`src/rtl/bus_arbiter_rr.sv`:
```
// Round-robin bus arbiter: grants one host at a time and issues its transaction.
// It supports per-owner bursts and aborts a transaction after a response timeout.
module bus_arbiter_rr #(
  parameter int unsigned NrHosts       = 4,
  parameter int unsigned MaxBurst      = 4,
  parameter int unsigned TimeoutCycles = 16,
  localparam int unsigned SW = (NrHosts > 1) ? $clog2(NrHosts) : 1
) (
  input  logic               clk_i,
  input  logic               rst_i,
  input  logic [NrHosts-1:0] host_req_i,
  output logic [NrHosts-1:0] host_gnt_o,
  output logic [NrHosts-1:0] host_rvalid_o,
  output logic [NrHosts-1:0] host_err_o,
  output logic               bus_req_o,
  output logic [SW-1:0]      bus_sel_o,
  input  logic               bus_rvalid_i,
  output logic               busy_o
);

  localparam int unsigned IW = SW + 1;
  localparam int unsigned TW = $clog2(TimeoutCycles);
  localparam int unsigned BW = 4;

  typedef enum logic [1:0] {
    ST_IDLE,
    ST_ISSUE,
    ST_WAIT
  } state_e;

  state_e          r_state;
  state_e          w_state_nxt;
  logic [SW-1:0]   r_ptr;
  logic [SW-1:0]   w_ptr_nxt;
  logic [SW-1:0]   r_owner;
  logic [SW-1:0]   w_owner_nxt;
  logic [BW-1:0]   r_burst_cnt;
  logic [BW-1:0]   w_burst_cnt_nxt;
  logic [TW-1:0]   r_timer;
  logic [TW-1:0]   w_timer_nxt;

  logic            w_any;
  logic [SW-1:0]   w_sel;
  logic [IW-1:0]   w_idx;
  logic            w_timeout;

  // Round-robin search starting just after the last served host
  always_comb begin
    w_any = 1'b0;
    w_sel = '0;
    w_idx = '0;
    for (int unsigned i = 1; i <= NrHosts; i++) begin
      w_idx = {1'b0, r_ptr} + IW'(i);
      if (w_idx >= IW'(NrHosts)) begin
        w_idx = w_idx - IW'(NrHosts);
      end
      if (!w_any && host_req_i[w_idx[SW-1:0]]) begin
        w_any = 1'b1;
        w_sel = w_idx[SW-1:0];
      end
    end
  end

  assign w_timeout = (r_timer == TW'(TimeoutCycles - 1));

  always_ff @(posedge clk_i) begin
    if (rst_i) begin
      r_state     <= ST_IDLE;
      r_ptr       <= SW'(NrHosts - 1);
      r_owner     <= '0;
      r_burst_cnt <= '0;
      r_timer     <= '0;
    end else begin
      r_state     <= w_state_nxt;
      r_ptr       <= w_ptr_nxt;
      r_owner     <= w_owner_nxt;
      r_burst_cnt <= w_burst_cnt_nxt;
      r_timer     <= w_timer_nxt;
    end
  end

  // Outputs are held low while reset is asserted so a reset mid-WAIT drops silently
  always_comb begin
    w_state_nxt     = r_state;
    w_ptr_nxt       = r_ptr;
    w_owner_nxt     = r_owner;
    w_burst_cnt_nxt = r_burst_cnt;
    w_timer_nxt     = r_timer;
    host_gnt_o      = '0;
    host_rvalid_o   = '0;
    host_err_o      = '0;
    bus_req_o       = 1'b0;
    bus_sel_o       = '0;
    busy_o          = 1'b0;

    if (!rst_i) begin
      busy_o = (r_state != ST_IDLE);
      case (r_state)
        ST_IDLE: begin
          if (w_any) begin
            w_owner_nxt     = w_sel;
            w_burst_cnt_nxt = '0;
            w_state_nxt     = ST_ISSUE;
          end
        end

        ST_ISSUE: begin
          bus_req_o           = 1'b1;
          bus_sel_o           = r_owner;
          host_gnt_o[r_owner] = 1'b1;
          w_timer_nxt         = '0;
          w_state_nxt         = ST_WAIT;
        end

        ST_WAIT: begin
          bus_sel_o   = r_owner;
          w_timer_nxt = w_timeout ? r_timer : r_timer + TW'(1);
          if (bus_rvalid_i) begin
            host_rvalid_o[r_owner] = 1'b1;
            w_ptr_nxt              = r_owner;
            if (host_req_i[r_owner] && (r_burst_cnt < BW'(MaxBurst - 1))) begin
              w_burst_cnt_nxt = r_burst_cnt + BW'(1);
              w_state_nxt     = ST_ISSUE;
            end else begin
              w_state_nxt = ST_IDLE;
            end
          end else if (w_timeout) begin
            host_err_o[r_owner] = 1'b1;
            w_ptr_nxt           = r_owner;
            w_state_nxt         = ST_IDLE;
          end
        end

        default: begin
          w_state_nxt = ST_IDLE;
        end
      endcase
    end
  end

endmodule

```
`config.mk`:
```
export PLATFORM = sky130hd
export DESIGN_NAME = bus_arbiter_rr
export DESIGN_NICKNAME = d
export VERILOG_FILES = /design/src/rtl/bus_arbiter_rr.sv
export SDC_FILE = /design/constraint.sdc
export NUM_CORES = 1
export LEC_CHECK = 0
export ABC_AREA = 1
export CAP_MARGIN = 30
export CORE_MARGIN = 2
export CORE_UTILIZATION = 53
export CTS_BUF_LIST = sky130_fd_sc_hd__clkbuf_8
export CTS_CLUSTER_DIAMETER = 150
export CTS_CLUSTER_SIZE = 10
export DETAILED_ROUTE_END_ITERATION = 10
export GPL_TIMING_DRIVEN = 0
export HOLD_SLACK_MARGIN = 0.03
export PLACE_DENSITY = 0.82
export SYNTH_ARGS = -nofsm -noshare
export SYNTH_HDL_FRONTEND = slang
export SYNTH_SLANG_ARGS = --single-unit
```
`constraint.sdc`:
```
create_clock -name clk_i -period 1.67 [get_ports clk_i]
set_input_delay 0.334 -clock clk_i [delete_from_list [all_inputs] [get_ports clk_i]]
set_output_delay 0.334 -clock clk_i [all_outputs]
set_load 0.01 [all_outputs]
```
# After elaboration in Yosys (flattened, before gate mapping)
# Cells that the tools add are included.
classes:
  mux: 51
  addsub: 10
  n_eq_ne: 8
  reduce_logical: 19
  magnitude_cmp: 11
ops:
  columns: ["op", "count"]
  rows:
  - ["two-way mux 4 bit", 13]
  - ["two-way mux 2 bit", 15]
  - ["one-hot mux 4 bit (2 select lines)", 2]
  - ["less-than comparator 2 x 3 -> 1 bit (second input constant)", 5]
  - ["two-way mux 1 bit", 14]
  - [">= comparator 3 bit (second input constant)", 4]
  - ["binary-select mux 1 bit (select 2 bit)", 5]
  - ["adder 4 x 1 -> 4 bit (second input constant)", 2]
  - ["!= test 2 bit (second input constant)", 4]
  - ["AND reduction 2 bit", 4]
  - ["nonzero test 2 bit", 4]
  - ["subtractor 2 x 1 -> 2 bit (second input constant)", 4]
  - ["adder 2 x 2 -> 3 bit (second input constant)", 2]
  - ["one-hot mux 2 bit (3 select lines)", 1]
  - ["logical AND 1 bit", 5]
  - ["equality test 4 bit (second input constant)", 1]
  - ["less-than comparator 4 x 2 -> 1 bit (second input constant)", 1]
  - ["AND reduction 4 bit", 1]
  - ["adder 2 x 1 -> 3 bit (second input constant)", 1]
  - ["adder 2 x 3 -> 3 bit (second input constant)", 1]
  - ["zero test 1 bit", 3]
  - ["!= test 3 bit (second input constant)", 1]
  - ["demux 1 bit (select 2 bit)", 1]
  - ["equality test 2 x 1 -> 1 bit (second input constant)", 1]
  - ["other kinds (4)", 4]
totals:
  ff_bits: 14
  input_bits: 7
  wordCells: 104
  output_inout_bits: 16

# Logic depth before layout (Yosys ltp)
# Gate-level depths: netlist (run 1).
depth:
  ltp_word: 17
  mapped_depth: 12

# Worst setup path before layout (run 1)
# Ideal clock, no wire load.
synth_timing:
  kind: "reg-to-reg"
  startpoint: "reg r_state[0]"
  endpoint: "reg r_timer[3]"
  path_stages_with_launch: 10
  t_arrival_ns: 1.311
  path_buffers: 1
  setup_ns: 0.120
  path_slack_ns: 0.239
  path_cell_list: "dfxtp_1 inv_1 ha_1 buf_2 nand2_1 inv_1 nor2_1 nor2_1 a31oi_1 nor3b_1"
synth_between:
  elab_chain_cells: 3
  word_cells_on_any_way: 6
synth_rtl:
  columns: ["element", "line", "rtl"]
  rows:
  - ["start, declared", "31", "state_e r_state;"]
  - ["start signal, assigned", "74", "r_state <= w_state_nxt;"]
  - ["equality test 2 bit / equality test 2 x 1 -> 1 bit (equally long branches)", "98", "case (r_state)"]
  - ["!= test 2 bit (no source line) / nonzero test 2 bit (equally long branches)", null, null]
  - ["AND reduction 2 bit (no source line)", null, null]
  - ["end signal, assigned", "78", "r_timer <= w_timer_nxt;"]
  - ["end, declared", "39", "logic [TW-1:0] r_timer;"]
# Several ways; a longest one is shown, not always the timed one.
# A chain may end at the register's enable or synchronous reset.

# Worst setup path in the final report (run 1)
layout_timing:
  startpoint: "reg r_state[0]"
  endpoint: "out host_err_o[2]"
layout_between:
  elab_chain_cells: 3
layout_rtl:
  columns: ["element", "line", "rtl"]
  rows:
  - ["equality test 2 bit", "98", null]
  - ["two-way mux 4 bit", "98", null]
  - ["two-way mux 4 bit", "96", "if (!rst_i) begin"]
  - ["end, declared", "14", "output logic [NrHosts-1:0] host_err_o,"]
# No other way between the ends.

==> results.sh, run 1 <==
export IMPL_fin_util=0.765
export IMPL_hp_start="rst_i"
export IMPL_numCtsBuffers=3
export IMPL_clockPowerShare=0.132
export IMPL_finalInstanceArea_um2=1520
export IMPL_avgSynthCellArea_um2=6.10
export IMPL_start_kind="flop"
export IMPL_violations="negative setup slack"
export IMPL_port_buffers=21
export IMPL_cts_buffer_depth=2
export IMPL_tns_ns=-0.413
export IMPL_num_vias=1313
export IMPL_final_common_cell="nand2_1"
export IMPL_fillers=156
export IMPL_ys_ff_latch=14
export IMPL_row_count=16
export IMPL_cts_root_buf="clkbuf_8"
export IMPL_status="complete, but fails checks"
export IMPL_wl_per_cell_um=13.6
export IMPL_wirelength_um=3310
export IMPL_first_pass_iters=4
export IMPL_max_cap_violations=0
export IMPL_first_iter_violations=35
export IMPL_start_util=0.563
export IMPL_hold_viol=0
export IMPL_antenna_found_initial=0
export IMPL_final_nets=232
export IMPL_grt_start_max_net_pins=11
export IMPL_powerDensity_nw_per_um2=1350
export IMPL_combPwrFrac=0.620
export IMPL_crit_path_end_kind="output port"
export IMPL_period_share=1.05
export IMPL_timing_fmax_mhz=570
export IMPL_maxSlewViolCount=0
export IMPL_layout_common_cells="nand2_1 (51), nor2_1 (20), buf_2 (16)"
export IMPL_cp_data_arrival_time_ns=1.42
export IMPL_ys_seq_area_frac=0.251
export IMPL_n_antenna_cell=0
export IMPL_die_y_um=49.9
export IMPL_tightest_slew_ns=0.445
export IMPL_syn_area_um2=1120
export IMPL_worstSkewPairLatency_ns=0.25
export IMPL_rsz0062_at_grt="true"
export IMPL_fp_dieArea_um2=2490
export IMPL_grt_pass1_vias=1242
export IMPL_p_switching_w=0.00101
export IMPL_syn_inst=183
export IMPL_area_delta_synth_final_pct=35.9
export IMPL_multi_input_area_um2=818
export IMPL_grt_pass1_wl_um=5380
export IMPL_worstPathMaxFanout=3
export IMPL_ys_warn_count=0
export IMPL_antenna_left=0
export IMPL_synth_area_leaders="dfxtp_1 (25%), nand2_1 (18%), nor2_1 (9.8%), ha_1 (7.8%), inv_1 (7.1%)"
export IMPL_viasPerCell=5.40
export IMPL_synth_area_leader_cell="dfxtp_1"
export IMPL_startpoint="r_state[0]$_SDFFE_PP0P_"
export IMPL_syn_nets=197
export IMPL_seqPwrFrac=0.248
export IMPL_placed_area_um2=1360
export IMPL_finalSetupViolations=9
export IMPL_place_congestion=0.869
export IMPL_htreeDepth=1
export IMPL_die_x_um=49.9
export IMPL_synth_cell_types=26
export IMPL_tritoncts="done"
export IMPL_p_int_w=0.00103
export IMPL_max_vdd_ir_drop_uv=996
export IMPL_remaining_drc_errors=0
export IMPL_crit_type="reg -> out"
export IMPL_slew_headroom=0.700
export IMPL_fin_skew_ns=0.00646
export IMPL_floorplan_core_area_um2=1980
export IMPL_period_needed_ns=1.75
export IMPL_p_leak_nw=0.784
export IMPL_hold_class="in -> reg"
export IMPL_grt_usage=0.278
export IMPL_fin_cells=243
export IMPL_overflow=0
export IMPL_switching_share=0.495
export IMPL_reg2reg_from="r_state[0]$_SDFFE_PP0P_"
export IMPL_cts_sinks=14
export IMPL_drive_gt1_frac=0.366
export IMPL_setup_slack_ns=-0.0841
export IMPL_ios=23
export IMPL_register_area_um2=290
export IMPL_hold_slack_ns=0.403
export IMPL_hpwlAfterDp_um=2170
export IMPL_cp_required_ns=1.34
export IMPL_dp_cells=231
export IMPL_clk_pin_slew_ns=0.06
export IMPL_yosysTopAreaCellShare=0.251
[critical path: stages (launching register included)]
cell     delay [ns]
dfxtp_4        0.36
inv_4          0.07
ha_4           0.13
buf_6          0.11
nand4_1        0.13
buf_4          0.17
nor2_2         0.08
buf_2          0.13
[synthesized netlist by cell type]
master / number
nor3_1: 3
dfxtp_1: 14
nand4_1: 5
nand3_1: 14
a21oi_1: 4
nor2_8: 1
nand4_4: 1
o21ai_0: 3
a31oi_1: 1
o211ai_1: 2
buf_4: 1
a211oi_1: 1
o21ai_1: 2
nand2_4: 1
clkinv_1: 1
buf_2: 2
inv_4: 1
clkbuf_1: 1
a221oi_1: 1
ha_1: 7
nor3b_1: 1
inv_1: 21
nand2_2: 9
inv_2: 2
nand2_1: 55
nor2_1: 29
[final cells by class]
cell class / count / share of cell area
multi-input cells: 140 / 0.540
flip-flops and latches: 14 / 0.191
repair buffers: 30 / 0.133
inverters: 25 / 0.0652
clock buffers: 3 / 0.0272
well taps: 27 / 0.0223
plain buffers: 4 / 0.0215
[kinds of logic after synthesis]
logic type	synth area share
fa+ha+maj	0.0785
flops	0.251
buf+inv	0.105
simple gates	0.491
compound gates	0.0740
[what timing repair did]
item	CTS	global route
gates resized for setup	82	28
pin swaps	6	13
setup buffers	7	1
setup endpoints to repair	17	23
gates cloned	0	1
hold buffers	0	0
hold endpoints to repair	0	0
[flip-flops by register name (all words and copies together), names as in the netlist]
register and flops:
r_ptr 2, r_owner 2, r_burst_cnt 4, r_state 2, r_timer 4
[power by group through the flow]
| stage | clock network (W) | logic [W] | registers (W) |
|---|---|---|---|
| 2_1_floorplan | 0 | 0.000792 | 0.000462 |
| 3_3_place_gp | 0 | 0.000997 | 0.000473 |
| 3_5_place_dp | 0 | 0.00104 | 0.000478 |
| 4_1_cts | 0.000273 | 0.00111 | 0.000492 |
| 5_1_grt | 0.000282 | 0.00141 | 0.000513 |
| 6_report | 0.000270 | 0.00127 | 0.000508 |
[worst paths after layout]
| check | endpoint | cells after the start | slack (ns) |
|---|---|---|---|
| worst min-delay path | r_timer[1]$_SDFFE_PP0P_ | 2 | 0.40 |
| worst max register to register | r_timer[3]$_SDFFE_PP0P_ | 10 | 0.03 |
| worst max-delay path | host_err_o[2] | 7 | -0.08 |
| worst min register to register | r_burst_cnt[2]$_SDFFE_PP0P_ | 2 | 0.45 |
[layer usage]
layer,global-route usage,share of wire,wire (µm),up-vias
li1,-,-,-,653
met1,0.311,0.43,1420,615
met2,0.516,0.51,1690,37
met3,0.0515,0.048,159,8
met4,0.102,0.013,42,0
met5,0,0,0,-
[stage by stage]
stage | setup slack [ns] | power (W)
final | -0.0841 | 0.00205
after global routing | -0.154 | 0.00221
after CTS | -0.0603 | 0.00188
after detailed placement | -0.467 | 0.00152
after global placement | -0.436 | 0.00147
after floorplan | 0.239 | 0.00125
Power figures use the tool's default switching activity.
==> run 2, diff against run 1 <==
--- a/config.mk
+++ b/config.mk
@@ -10,7 +10,7 @@
 export CORE_MARGIN = 2
 export CORE_UTILIZATION = 53
 export CTS_BUF_LIST = sky130_fd_sc_hd__clkbuf_8
-export CTS_CLUSTER_DIAMETER = 150
+export CTS_CLUSTER_DIAMETER = 40
 export CTS_CLUSTER_SIZE = 10
 export DETAILED_ROUTE_END_ITERATION = 10
 export GPL_TIMING_DRIVEN = 0
==> constraint.sdc (replaced) <==
create_clock -name clk_i -period 2.05 [get_ports clk_i]
set_input_delay 0.41 -clock clk_i [delete_from_list [all_inputs] [get_ports clk_i]]
set_output_delay 0.41 -clock clk_i [all_outputs]
set_load 0.01 [all_outputs]
==> run 2 against run 1 <==
Highest routed layer unchanged. First-iteration DRC count down 23%. Sequential power down 23%. Clock skew about the same. Register-to-register slack better by 0.39 ns. Global-route usage down 3.1 points. The flow now finishes without violations. Utilization down 4.8 points. Largest cell class unchanged. Clock power down 20%. Worst hold slack better by 0.048 ns.
==> results.sh, run 2 (synthesis gave the netlist of run 1 again) <==
export IMPL_status="completed"
export IMPL_finalSetupViolations=0
export IMPL_r2r_cells=10
export IMPL_grt_start_max_net_pins=11
export IMPL_overflow=0
export IMPL_setup_slack_ns=0.125
export IMPL_fin_util=0.717
export IMPL_tightest_slew_ns=0.448
export IMPL_hold_viol=0
export IMPL_drive_gt1_frac=0.161
export IMPL_grt_pass1_wl_um=4810
export IMPL_row_count=16
export IMPL_timing_fmax_mhz=519
export IMPL_ios=23
export IMPL_cp_required_ns=1.64
export IMPL_first_iter_violations=27
export IMPL_tritoncts="done"
export IMPL_floorplan_core_area_um2=1980
export IMPL_remaining_drc_errors=0
export IMPL_fin_cells=238
export IMPL_die_x_um=49.9
export IMPL_cts_buffer_depth=2
export IMPL_start_kind="flop"
export IMPL_num_vias=1244
export IMPL_fp_dieArea_um2=2490
export IMPL_whs_path_depth=2
export IMPL_antenna_left=0
export IMPL_cp_slowest_cell="dfxtp_2"
export IMPL_cts_hold_buf=0
export IMPL_final_nets=227
export IMPL_grt_usage=0.248
export IMPL_crit_chain="inv_2, ha_2, buf_6, nand4_1, nor2_1, dlygate4sd2_1"
export IMPL_dp_cells=231
export IMPL_clk_pin_slew_ns=0.05
export IMPL_n_antenna_cell=0
export IMPL_final_common_cell="nand2_1"
export IMPL_viasPerCell=5.23
export IMPL_start_util=0.563
export IMPL_reg2reg_from="r_state[0]$_SDFFE_PP0P_"
export IMPL_worstPathMaxFanout=5
export IMPL_fin_skew_ns=0.00606
export IMPL_maxSlewViolCount=0
export IMPL_numCtsBuffers=3
export IMPL_reg_top3="r_burst_cnt: 4 flops, r_timer: 4 flops"
export IMPL_period_share=0.939
export IMPL_max_cap_violations=0
export IMPL_period_needed_ns=1.93
export IMPL_port_buffers=21
export IMPL_hpwlAfterDp_um=2170
export IMPL_cts_root_buf="clkbuf_8"
export IMPL_wirelength_um=2790
export IMPL_htreeDepth=1
export IMPL_grt_pass1_vias=1150
export IMPL_hp_start="r_burst_cnt[2]$_SDFFE_PP0P_"
export IMPL_area_delta_synth_final_pct=27.4
export IMPL_slew_headroom=0.698
export IMPL_finalPower_w=0.00148
export IMPL_min_to="r_burst_cnt[2]$_SDFFE_PP0P_"
export IMPL_max_vdd_ir_drop_uv=743
export IMPL_rr_endpoint="r_timer[3]$_SDFFE_PP0P_"
export IMPL_max_stage_delay_ns=0.34
export IMPL_worstSkewPairLatency_ns=0.24
export IMPL_r2r_slack_ns=0.42
export IMPL_cts_sinks=14
export IMPL_tns_ns=0
export IMPL_crit_type="reg -> out"
export IMPL_place_congestion=0.869
export IMPL_hold_class="reg -> reg"
export IMPL_antenna_found_initial=0
export IMPL_wl_per_cell_um=11.7
export IMPL_die_y_um=49.9
export IMPL_first_pass_iters=7
export IMPL_p_leak_nw=0.767
export IMPL_cp_data_arrival_time_ns=1.52
export IMPL_layout_common_cells="nand2_1 (55), nor2_1 (29), inv_1 (20)"
export IMPL_pre_cts_ws_ns=-0.239
export IMPL_crit_path_end_kind="output port"
export IMPL_powerDensity_nw_per_um2=1040
[run 2: cell count changes in the layout (fill, tap and decap cells not counted), sizes merged]
cell and delta:
buf -17, dlygate4sd2 +12, clkdlybuf4s50 +3, dlymetal6s2s -2, clkbuf -1
[run 2: worst max-delay path by stage]
stage,start,end,cells past startpoint
floorplan,rst_i,host_rvalid_o[0],5
global placement,bus_rvalid_i,host_err_o[1],5
detailed placement,bus_rvalid_i,host_err_o[0],5
CTS,r_state[0]$_SDFFE_PP0P_,host_err_o[0],7
global route,rst_i,host_rvalid_o[0],6
finish,r_state[0]$_SDFFE_PP0P_,host_err_o[1],6
[run 2: stage by stage]
stage,hold slack [ns],cell area (µm²)
global placement,0.426,1360
floorplan,0.417,1120
global route,0.475,1420
CTS,0.455,1410
detailed placement,0.430,1360
finish,0.451,1420
[run 2: power breakdown]
part	internal (W)	switching, W	leakage, nW	total (W)
clock network	0.000129	0.0000870	0.0216	0.000216
registers	0.000334	0.0000564	0.115	0.000390
logic	0.000317	0.000558	0.630	0.000875
total	0.000780	0.000702	0.767	0.00148
[run 2: per-layer routing]
| metal | GRT usage | share of wire |
|---|---|---|
| met5 | 0 | 0 |
| met3 | 0.0394 | 0.042 |
| met1 | 0.287 | 0.45 |
| met2 | 0.456 | 0.48 |
| met4 | 0.0833 | 0.022 |
[run 2: what timing repair did]
action / 4_1_cts / 5_1_grt
resized for setup: 26 / 7
pin swaps: 1 / 1
endpoints found under the setup margin: 15 / 7
buffers inserted: 1 / 3
[run 2: critical path, delay by kind of cell, from the launching register on]
family | cells | cell delay [ns]
buf+inv | 3 | 0.47
simple gates | 2 | 0.26
flops | 1 | 0.34
fa+ha+maj | 1 | 0.20
[run 2: final cells by class]
class                           instances  area [µm²]
Fill cell                             180         561
Timing Repair Buffer                   25         211
Buffer                                  4        27.5
Inverter                               25        96.3
Tap cell                               27        33.8
Multi-Input combinational cell        140         728
Sequential cell                        14         283
Clock buffer                            3        41.3
==> run 3, diff against run 2 <==
--- a/config.mk
+++ b/config.mk
@@ -11,7 +11,6 @@
 export CORE_UTILIZATION = 53
 export CTS_BUF_LIST = sky130_fd_sc_hd__clkbuf_8
 export CTS_CLUSTER_DIAMETER = 40
-export CTS_CLUSTER_SIZE = 10
 export DETAILED_ROUTE_END_ITERATION = 10
 export GPL_TIMING_DRIVEN = 0
 export HOLD_SLACK_MARGIN = 0.03
==> results of run 3 <==
Final layout, timing and power as in run 2 (identical DEF).
